===== src/rtl/add_sub_comp_pipe.sv =====
// Two-stage pipelined magnitude comparator (unsigned or two's-complement) with max/min sort.
// Latency 2 cycles; valid/ready with a 2-entry skid, o_ready depends only on registered state and i_ready.
module add_sub_comp_pipe #(
   parameter int SIZE_DATA  = 24,
   parameter int SIZE_GROUP = 4
) (
   input  logic                 i_clk,
   input  logic                 i_rst_n,
   input  logic                 i_valid,
   output logic                 o_ready,
   input  logic [SIZE_DATA-1:0] i_data_a,
   input  logic [SIZE_DATA-1:0] i_data_b,
   input  logic                 i_signed,
   output logic                 o_valid,
   input  logic                 i_ready,
   output logic                 o_less,
   output logic                 o_equal,
   output logic                 o_greater,
   output logic [SIZE_DATA-1:0] o_data_max,
   output logic [SIZE_DATA-1:0] o_data_min
);
   localparam int NUM_GROUP = SIZE_DATA / SIZE_GROUP;

   logic                 s1_valid;
   logic [NUM_GROUP-1:0] s1_lt;
   logic [NUM_GROUP-1:0] s1_eq;
   logic                 s1_sign_a;
   logic                 s1_sign_b;
   logic                 s1_signed;
   logic [SIZE_DATA-1:0] s1_a;
   logic [SIZE_DATA-1:0] s1_b;

   logic [NUM_GROUP-1:0] grp_lt;
   logic [NUM_GROUP-1:0] grp_eq;
   logic                 less_u;
   logic                 eq_above;
   logic                 nxt_less;
   logic                 nxt_equal;
   logic                 s2_adv;
   logic                 s1_adv;

   assign s2_adv  = ~o_valid | i_ready;
   assign s1_adv  = ~s1_valid | s2_adv;
   assign o_ready = s1_adv;

   always_comb begin
      grp_lt = '0;
      grp_eq = '0;
      for (int g = 0; g < NUM_GROUP; g++) begin
         grp_lt[g] = i_data_a[g*SIZE_GROUP +: SIZE_GROUP] < i_data_b[g*SIZE_GROUP +: SIZE_GROUP];
         grp_eq[g] = i_data_a[g*SIZE_GROUP +: SIZE_GROUP] == i_data_b[g*SIZE_GROUP +: SIZE_GROUP];
      end
   end

   // A lower group only decides the result when every group above it matched.
   always_comb begin
      less_u   = 1'b0;
      eq_above = 1'b1;
      for (int g = NUM_GROUP - 1; g >= 0; g--) begin
         less_u   = less_u | (s1_lt[g] & eq_above);
         eq_above = eq_above & s1_eq[g];
      end
      if (s1_signed && (s1_sign_a != s1_sign_b)) begin
         nxt_less  = s1_sign_a;
         nxt_equal = 1'b0;
      end else begin
         nxt_less  = less_u;
         nxt_equal = eq_above;
      end
   end

   always_ff @(posedge i_clk) begin
      if (!i_rst_n) begin
         s1_valid   <= 1'b0;
         s1_lt      <= '0;
         s1_eq      <= '0;
         s1_sign_a  <= 1'b0;
         s1_sign_b  <= 1'b0;
         s1_signed  <= 1'b0;
         s1_a       <= '0;
         s1_b       <= '0;
         o_valid    <= 1'b0;
         o_less     <= 1'b0;
         o_equal    <= 1'b0;
         o_greater  <= 1'b0;
         o_data_max <= '0;
         o_data_min <= '0;
      end else begin
         if (s1_adv) begin
            s1_valid <= i_valid;
            if (i_valid) begin
               s1_lt     <= grp_lt;
               s1_eq     <= grp_eq;
               s1_sign_a <= i_data_a[SIZE_DATA-1];
               s1_sign_b <= i_data_b[SIZE_DATA-1];
               s1_signed <= i_signed;
               s1_a      <= i_data_a;
               s1_b      <= i_data_b;
            end
         end
         if (s2_adv) begin
            o_valid <= s1_valid;
            if (s1_valid) begin
               o_less     <= nxt_less;
               o_equal    <= nxt_equal;
               o_greater  <= ~nxt_less & ~nxt_equal;
               o_data_max <= nxt_less ? s1_b : s1_a;
               o_data_min <= nxt_less ? s1_a : s1_b;
            end
         end
      end
   end
endmodule


===== config.mk =====
export PLATFORM = sky130hd
export DESIGN_NAME = add_sub_comp_pipe
export DESIGN_NICKNAME = d
export VERILOG_FILES = /design/src/rtl/add_sub_comp_pipe.sv
export SDC_FILE = /design/constraint.sdc
export NUM_CORES = 1
export LEC_CHECK = 0
export BUFFER_PORTS_ARGS = -buffer_cell sky130_fd_sc_hd__buf_2
export CAP_MARGIN = 30
export CORE_MARGIN = 2
export CORE_UTILIZATION = 50
export CTS_CLUSTER_SIZE = 30
export DETAILED_ROUTE_END_ITERATION = 7
export GPL_TIMING_DRIVEN = 0
export PLACE_DENSITY = 0.74
export SLEW_MARGIN = 20
export SYNTH_ARGS = -nofsm -noshare
export SYNTH_HDL_FRONTEND = slang
export SYNTH_SLANG_ARGS = --single-unit
export TNS_END_PERCENT = 50

===== constraint.sdc =====
create_clock -name i_clk -period 1.9 [get_ports i_clk]
set_clock_uncertainty 0.05 [all_clocks]
set_input_delay 0.095 -clock i_clk [delete_from_list [all_inputs] [get_ports i_clk]]
set_output_delay 0.095 -clock i_clk [all_outputs]
set_load 0.02 [all_outputs]

==> results.yml <==
synthesis:
  synth_top_family_by_area: "compound AO/OA/AOI/OAI gates"
  syn_inst: 589
  netlist_area_um2: 5112
  ys_top_cells_by_area: "dfxtp_1, a21boi_0, mux2i_1"
  synth-seq-cells: 114
  ys.flop_type: "dfxtp_1"
  synth_area_per_cell_um2: 8.680
  synth.area.mux_share: 0.09006
  async_flop_share: 0
  synth_fa_ha_area_frac: 0.05874
  synth_compound_area_frac: 0.2154
  ys_seq_area_frac: 0.4464
  synth_edf_count: 0
  mappedNetlistNets: 666
  ys_types: 30
  synth_simple_gate_area_share: 0.1297
  yosys_warnings: 0
  yosysTopAreaCell: "dfxtp_1"
  synth_xor_area_frac: 0.001713
  netlist.area_leader.share: 0.4464
timing:
  max_freq_mhz: 507.9
  drv_slew: 0
  period_minus_slack_ns: 1.969
  final_hold_viol_count: 0
  slew_headroom: 0.5938
  min_period_over_period: 1.036
  rsz0062_at_grt: "yes"
  setup_viol: 26
  worstMarginPinSlew_ns: 0.6094
  fin_ws_ns: -0.06907
place:
  dp_worst_setup_slack_ns: -0.3450
  io_buffers: 104
  dpl.cell_count: 826
  gp_congestion: 0.8666
  dp_hpwl_um: 10360
die:
  die_x_um: 105.1
  coreArea_um2: 9864
  dieArea_um2: 11050
  die_height_um: 105.1
  initial_utilization: 0.5183
  num_io_pins: 106
  row_count: 36
finish:
  fill_cells: 745
  finalNetCount: 848
  syn2layout_area_growth_pct: 38.30
  final_util: 0.7168
  diodes: 0
  finalNonFillerCells: 917
  drive_above_1_share: 0.2194
clock_tree:
  clk_pin_slew_worst_paths_ns: 0.06
  cts_sinks: 114
  clockBufferDepth: 2
  clockRootBuffer: "clkbuf_8"
  cts_max_level: 4
  cts_buffers: 17
  clock_latency_ns: 0.52
  cts_tree: "built"
hold_path:
  worstHoldPathType: "in2reg"
worst_setup_path:
  rrSetupSlack_ns: -0.07
  critPathArrivalTime_ns: 2.33
  crit_path_start_kind: "flop"
  path_class: "reg2reg"
  worstPathMaxFanout: 8
  required_ns: 2.26
  cp-end-kind: "flop"
power:
  p_leak_nw: 3.097
  vdd_drop_max_mv: 0.5553
  p_total_w: 0.006743
  power_density_nw_per_um2: 953.7
routing:
  num_vias: 5030
  routed_wl_um: 16310
  wl_per_cell_um: 17.79
  antenna_left: 0
  via_per_inst: 5.485
  route.detailed.drc: 0
  dr.pass1.iters: 5
  drtIter0Drc: 371
global_routing:
  met3_usage: 0.06675
  met1_usage: 0.3385
  busiest_layer: "met2"
  met2_usage: 0.5172
  grt_pass1_vias: 5157
  gr-usage-all-layers: 0.2934
  grt_pass1_wl_um: 25170
  antenna_found_initial: 0
  overflow: 0
  grt_max_degree: 17
job:
  cap_violations: 0
run_status:
  violations: "setup timing"
  status: "finished with violations"
[stage by stage]
stage / hold slack [ns] / cell area, um^2 / TNS (ns)
after global placement: 0.3032 / 5799 / -6.949
after CTS: 0.01818 / 6949 / 0
after global routing: 0.02547 / 7071 / -2.979
after detailed placement: 0.3089 / 5799 / -7.796
after floorplan: 0.1835 / 5112 / 0
final: 0.03614 / 7071 / -0.7891
[kinds of logic (layout without fill, tap and decap cells)]
logic type | count (synthesis) | after routing
compound gates | 181 | 181
mux | 46 | 46
flops | 114 | 114
simple gates | 153 | 153
xor+xnor | 1 | 1
fa+ha+maj | 24 | 24
buf+inv | 70 | 265
[synth_stat cells (all sizes together) (2+ instances only)]
library cell    n
a21boi         63
a21oi          51
a31oi           2
and2            2
and4            4
buf             9
clkbuf         33
dfxtp         114
ha             24
inv            28
mux2i          46
nand2         119
nand2b          3
nand3           2
nand3b          5
nor2            4
nor2b           7
o21a            5
o21ai          55
o22ai           2
or3             5
[worst paths after layout]
kind / start / endpoint / cells after the start
max: s1_sign_a / o_data_max[8] / 7
min: i_rst_n / o_valid / 2
max reg2reg: s1_sign_a / o_data_max[8] / 7
min reg2reg: o_greater / o_greater / 2
[where the power goes]
group / switching (W) / leakage (nW) / internal, W
Sequential: 0.000101 / 0.939 / 0.00254
Combinational: 0.000581 / 1.88 / 0.000457
Clock: 0.00111 / 0.277 / 0.00196
Total: 0.00179 / 3.10 / 0.00495
[layer usage]
metal	part of all wire	wire length (um)	vias up
met5	0	0	-
met3	0.076	1244	31
met2	0.50	8224	249
li1	-	-	2379
met1	0.40	6504	2371
met4	0.021	338	0
[cell usage in the layout, fill, tap and decap left out, types with 22 or more instances in the layout]
cell,n
a21boi_0,62
a21oi_1,50
buf_2,111
clkbuf_1,22
dfxtp_1,112
dlygate4sd3_1,53
ha_1,24
inv_1,28
mux2i_1,43
nand2_1,119
o21ai_0,55
[critical path, cell delays in order (launching register included)]
cell and delay [ns]:
dfxtp_4 0.36, xor2_2 0.18, and2_4 0.16, o41a_1 0.48, buf_12 0.19, clkbuf_16 0.16
mux2i_1 0.19, a21oi_1 0.09
[registers in the layout (all words and copies together), names as in the netlist]
| register | count |
|---|---|
| o_data_max | 24 |
| o_data_min | 24 |
| o_equal | 1 |
| o_greater | 1 |
| o_less | 1 |
| o_valid | 1 |
| s1_a | 23 |
| s1_b | 23 |
| s1_eq | 6 |
| s1_lt | 6 |
| s1_sign_a | 1 |
| s1_sign_b | 1 |
| s1_signed | 1 |
| s1_valid | 1 |
[cell type report]
class | count | area, um^2 | area share
clock buffers | 22 | 462.9 | 0.06548
plain buffers | 41 | 230.2 | 0.03256
repair buffers | 164 | 1139 | 0.1610
flip-flops and latches | 114 | 2290 | 0.3238
clock inverters | 10 | 107.6 | 0.01522
multi-input cells | 405 | 2570 | 0.3635
inverters | 28 | 105.1 | 0.01486
well taps | 133 | 166.4 | 0.02354
[repair_timing]
action	4_1_cts	5_1_grt
setup buffers	3	2
pin swaps	1	23
hold buffers	53	0
hold endpoints to repair	61	0
gates resized for setup	15	25
cloned	0	2
setup endpoints to repair	64	83
No activity file was read; power rests on OpenSTA's default activity.
